## src/rtl/uart_tx.sv

```systemverilog
// -----------------------------------------------------------------------------
// uart_tx
// UART transmitter. Accepts one BITLEN-bit word through a valid/ready
// handshake and serialises it LSB-first: start bit, data bits, optional
// parity bit, then STOPBITS stop bits. Each bit is held for
// BITCYCLE = CLK_FREQ/BAUDRATE clocks.
//
// Ports:
//   clk         system clock
//   rst         synchronous reset, active-high
//   data_in     word to transmit
//   data_valid  data_in is valid
//   data_ready  block can accept a word (combinational, high in IDLE)
//   tx          serial line, idles high (registered)
//   busy        a frame is in progress (registered)
//   done        one-cycle pulse after the last stop-bit clock (registered)
// -----------------------------------------------------------------------------
module uart_tx #(
    parameter int BAUDRATE = 115200,
    parameter int CLK_FREQ = 100_000_000,
    parameter int BITLEN   = 8,
    parameter int PARITY   = 0,
    parameter int STOPBITS = 1
) (
    input  logic              clk,
    input  logic              rst,
    input  logic [BITLEN-1:0] data_in,
    input  logic              data_valid,
    output logic              data_ready,
    output logic              tx,
    output logic              busy,
    output logic              done
);

    localparam int BITCYCLE = CLK_FREQ / BAUDRATE;
    localparam int CW       = (BITCYCLE > 1) ? $clog2(BITCYCLE) : 1;
    localparam int IW       = $clog2(BITLEN + 1);

    localparam logic [CW-1:0] CNT_LAST  = CW'(BITCYCLE - 1);
    localparam logic [IW-1:0] DATA_LAST = IW'(BITLEN - 1);
    localparam logic [IW-1:0] STOP_LAST = IW'(STOPBITS - 1);

    if (BITCYCLE < 2) begin : g_chk_bitcycle
        $error("uart_tx: CLK_FREQ/BAUDRATE must be at least 2");
    end
    if (BITLEN < 5 || BITLEN > 9) begin : g_chk_bitlen
        $error("uart_tx: BITLEN must be in 5..9");
    end
    if (PARITY < 0 || PARITY > 2) begin : g_chk_parity
        $error("uart_tx: PARITY must be 0, 1 or 2");
    end
    if (STOPBITS < 1 || STOPBITS > 2) begin : g_chk_stopbits
        $error("uart_tx: STOPBITS must be 1 or 2");
    end

    typedef enum logic [2:0] {
        ST_IDLE   = 3'd0,
        ST_START  = 3'd1,
        ST_DATA   = 3'd2,
        ST_PARITY = 3'd3,
        ST_STOP   = 3'd4
    } state_t;

    state_t            r_state, w_state;
    logic [CW-1:0]     r_cnt,   w_cnt;
    logic [IW-1:0]     r_idx,   w_idx;
    logic [BITLEN-1:0] r_shift, w_shift;
    logic              r_par,   w_par;
    logic              r_tx,    w_tx;
    logic              r_busy,  w_busy;
    logic              r_done,  w_done;
    logic              w_bit_end;

    assign w_bit_end  = (r_cnt == CNT_LAST);
    assign data_ready = (r_state == ST_IDLE);
    assign tx         = r_tx;
    assign busy       = r_busy;
    assign done       = r_done;

    always_ff @(posedge clk) begin
        if (rst) begin
            r_state <= ST_IDLE;
            r_cnt   <= '0;
            r_idx   <= '0;
            r_shift <= '0;
            r_par   <= 1'b0;
            r_tx    <= 1'b1;
            r_busy  <= 1'b0;
            r_done  <= 1'b0;
        end else begin
            r_state <= w_state;
            r_cnt   <= w_cnt;
            r_idx   <= w_idx;
            r_shift <= w_shift;
            r_par   <= w_par;
            r_tx    <= w_tx;
            r_busy  <= w_busy;
            r_done  <= w_done;
        end
    end

    // tx/busy/done are computed as next-state values so that they leave the
    // register on the same edge as the state change (tx falls at acceptance).
    always_comb begin
        w_state = r_state;
        w_cnt   = r_cnt;
        w_idx   = r_idx;
        w_shift = r_shift;
        w_par   = r_par;
        w_tx    = r_tx;
        w_busy  = r_busy;
        w_done  = 1'b0;

        case (r_state)
            ST_IDLE: begin
                w_tx   = 1'b1;
                w_busy = 1'b0;
                w_cnt  = '0;
                w_idx  = '0;
                if (data_valid) begin
                    w_shift = data_in;
                    // Even: XOR of data bits; odd: its inverse.
                    w_par   = (PARITY == 1) ? ~(^data_in) : (^data_in);
                    w_tx    = 1'b0;
                    w_busy  = 1'b1;
                    w_state = ST_START;
                end
            end

            ST_START: begin
                w_cnt = r_cnt + 1'b1;
                if (w_bit_end) begin
                    w_cnt   = '0;
                    w_tx    = r_shift[0];
                    w_state = ST_DATA;
                end
            end

            ST_DATA: begin
                w_cnt = r_cnt + 1'b1;
                if (w_bit_end) begin
                    w_cnt = '0;
                    if (r_idx == DATA_LAST) begin
                        w_idx = '0;
                        if (PARITY != 0) begin
                            w_tx    = r_par;
                            w_state = ST_PARITY;
                        end else begin
                            w_tx    = 1'b1;
                            w_state = ST_STOP;
                        end
                    end else begin
                        // Bit 0 of the shifted word is the next bit out.
                        w_idx   = r_idx + 1'b1;
                        w_shift = r_shift >> 1;
                        w_tx    = r_shift[1];
                    end
                end
            end

            ST_PARITY: begin
                w_cnt = r_cnt + 1'b1;
                if (w_bit_end) begin
                    w_cnt   = '0;
                    w_tx    = 1'b1;
                    w_state = ST_STOP;
                end
            end

            ST_STOP: begin
                w_cnt = r_cnt + 1'b1;
                w_tx  = 1'b1;
                if (w_bit_end) begin
                    w_cnt = '0;
                    // r_idx counts stop bits here; it is zero on entry.
                    if (r_idx == STOP_LAST) begin
                        w_idx   = '0;
                        w_busy  = 1'b0;
                        w_done  = 1'b1;
                        w_state = ST_IDLE;
                    end else begin
                        w_idx = r_idx + 1'b1;
                    end
                end
            end

            default: begin
                w_state = ST_IDLE;
                w_tx    = 1'b1;
                w_busy  = 1'b0;
                w_cnt   = '0;
                w_idx   = '0;
            end
        endcase
    end

endmodule

```

## config.mk

```make
export PLATFORM = sky130hd
export DESIGN_NAME = uart_tx
export DESIGN_NICKNAME = d
export VERILOG_FILES = /design/src/rtl/uart_tx.sv
export SDC_FILE = /design/constraint.sdc
export NUM_CORES = 1
export LEC_CHECK = 0
export CAP_MARGIN = 15
export CORE_ASPECT_RATIO = 1.5
export CORE_MARGIN = 1
export CORE_UTILIZATION = 30
export CTS_BUF_LIST = sky130_fd_sc_hd__clkbuf_4 sky130_fd_sc_hd__clkbuf_8
export DETAILED_ROUTE_END_ITERATION = 10
export PLACE_DENSITY = 0.59
export RECOVER_POWER = 100
export SLEW_MARGIN = 5
export SYNTH_ARGS = -nofsm -noshare
export SYNTH_HDL_FRONTEND = slang
export SYNTH_SLANG_ARGS = --single-unit
export TNS_END_PERCENT = 5
```

## constraint.sdc

```tcl
create_clock -name clk -period 3.2 [get_ports clk]
set_input_delay 0.32 -clock clk [delete_from_list [all_inputs] [get_ports clk]]
set_output_delay 0.32 -clock clk [all_outputs]
set_load 0.02 [all_outputs]
```

==> impl_metrics.yaml <==
clock_network:
  clk_path_buf_depth: 2
  hold_buffers: 0
  clkSlewWorstSetupHoldPaths_ns: 0.10
  cts_root_buf: "clkbuf_8"
  htree_levels: 1
  tritoncts: "yes"
  clock_sinks: 28
  post_cts_buffers: 0
  cts_buffers: 3
  ctsResizeCount: 0
  clock_latency_ns: 0.28
synthesis:
  synth_edf_count: 0
  syn-cell-area_um2: 1540
  syn_nets: 194
  synth_cell_types: 46
  postSynthAreaPerCell_um2: 8.57
  async_flop_share_pct: 0
  synth_ff_type: "dfxtp_1"
  synth-seq-cells: 28
  netlist.area_leader.share_pct: 36.3
  synth_largest_area_cell: "dfxtp_1"
  ys_seq_area_share_pct: 36.3
  synth_warnings: 0
  synthTopCellsByArea: "dfxtp_1 (36%), nand2_1 (5.8%), o21ai_0 (4.5%), a21oi_1 (4.2%), nor2_1 (4.1%)"
  synthCells: 180
pwr:
  vdd_drop_max_uv: 216
  power_density_nw_per_um2: 507
  cellLeakagePower_nw: 0.579
global_route:
  overflow: 0
  grt_pass1_vias: 1223
  grt.total_usage_pct: 12.7
  antenna_found_initial: 0
  grt_pass1_wl_um: 5450
  grt_max_degree: 16
floorplanning:
  start_util_pct: 31.6
  core.rowCount: 31
  die_area_um2: 5440
  die_y_um: 89.8
  die_x_um: 60.6
  core_um2: 4890
  pin_count: 15
placed_design:
  finalWeightedCongestion: 0.775
  dp_hpwl_um: 2400
  portBuffers: 14
routing:
  first_iter_violations: 86
  num_vias: 1311
  ant_nets: 0
  drc: 0
  vias_per_cell: 5.12
  drt-total-wl_um: 3280
  dr.pass1.iters: 4
  wire_per_inst_um: 12.8
critical_path:
  arrival_ns: 2.63
  crit_path_end_kind: "flip-flop"
  startpoint_type: "flip-flop"
  crit_required_ns: 3.42
  cp_max_fo: 5
  worstSetupPathType: "flip-flop to flip-flop"
sta:
  fin_skew_ns: 0.00769
  maxSlewViolCount: 0
  fin_crit_ns: 2.42
  fin_tns_setup_ns: 0
  finalHoldViolations: 0
  slew_headroom_pct: 28.5
  setup-violations-final: 0
  grt_setup_unrepaired: "false"
  fin_crit_sh_pct: 75.6
  worst_slew_pin_slew_ns: 1.06
  fmax_ghz: 0.413
finish:
  num-nets-final: 206
  postLayoutCoreUtil_pct: 35.2
  final_cell_mix: "dfxtp_1 (28), nand2_1 (24), nor2_1 (17)"
  syn_to_final_growth_pct: 11.5
  n_antenna_cell: 0
  layout-drive-gt1-share_pct: 9.47
  mostFrequentLayoutCell: "dfxtp_1"
outcome:
  status: "complete, no violations"
flow_run:
  cap_viol_max_count: 0
hold_path:
  min_path_type: "flip-flop to flip-flop"
per-layer routing:
layer | global-route usage (%) | part of all wire, % | wire, µm
met1 | 15.4 | 44 | 1460
met2 | 22.0 | 52 | 1700
met3 | 1.87 | 2.1 | 70
met4 | 4.55 | 1.6 | 54
met5 | 0 | 0 | 0
final timing paths:
path / startpoint / to / slack [ns] / depth (start not counted)
setup / recovery: r_cnt[0] / r_state[1] / 0.78 / 5
hold / removal: r_cnt[0] / r_cnt[0] / 0.45 / 1
setup reg to reg: r_cnt[0] / r_state[1] / 0.78 / 5
hold reg to reg: r_cnt[0] / r_cnt[0] / 0.45 / 1
critical path, cell delays in order, from the launching register on:
cell and delay (ns):
dfxtp_1 0.36, ha_1 0.25, nor4b_1 0.88, nand3_2 0.24
a221oi_2 0.41, mux2i_1 0.22
cell usage after synthesis, types with 3 or more instances:
cell     instances
nor2_1          17
nand3_1          9
a211o_2          5
dfxtp_1         28
inv_1            4
nand2_1         24
nor3_1           7
xnor2_1          7
o21ai_0         14
buf_2            3
a21oi_1         13
ha_1             3
power breakdown:
group,switching (mW),internal (mW)
clock network,0.109,0.0847
registers,0.0331,0.383
logic,0.148,0.114
through the flow:
| stage | hold WS (ns) | cell area, µm² | worst slack, ns | total power [mW] | instances |
|---|---|---|---|---|---|
| floorplan | 0.399 | 1540 | 1.39 | 0.634 | 180 |
| global placement | 0.435 | 1700 | 1.12 | 0.693 | 253 |
| detailed placement | 0.439 | 1700 | 1.10 | 0.694 | 253 |
| CTS | 0.462 | 1740 | 1.10 | 0.888 | 256 |
| global route | 0.472 | 1720 | 0.545 | 0.924 | 256 |
| finish | 0.452 | 1720 | 0.781 | 0.872 | 256 |
logic make-up (layout without fill, tap and decap cells):
| family | Yosys count | after routing | share of synthesized area [%] |
|---|---|---|---|
| AO/OA/AOI/OAI | 48 | 48 | 22.6 |
| buffers and inverters | 12 | 22 | 5.43 |
| XOR/XNOR | 9 | 9 | 5.11 |
| multiplexers | 1 | 1 | 0.649 |
| flip-flops | 28 | 28 | 36.3 |
| adder cells (fa/ha/maj) | 3 | 3 | 2.43 |
| AND/OR/NAND/NOR | 79 | 79 | 27.4 |
layout make-up:
class | count | area, µm²
clock buffers | 3 | 41.3
fillers | 573 | 3170
inverters | 5 | 18.8
multi-input cells | 140 | 877
flip-flops and latches | 28 | 561
well taps | 66 | 82.6
repair buffers | 14 | 140
state kept, by name (all words and copies together) (netlist names):
signal	flops
r_state	3
r_shift	8
busy	1
tx	1
r_cnt	10
r_idx	4
done	1
No activity file was read; power rests on OpenSTA's default activity.
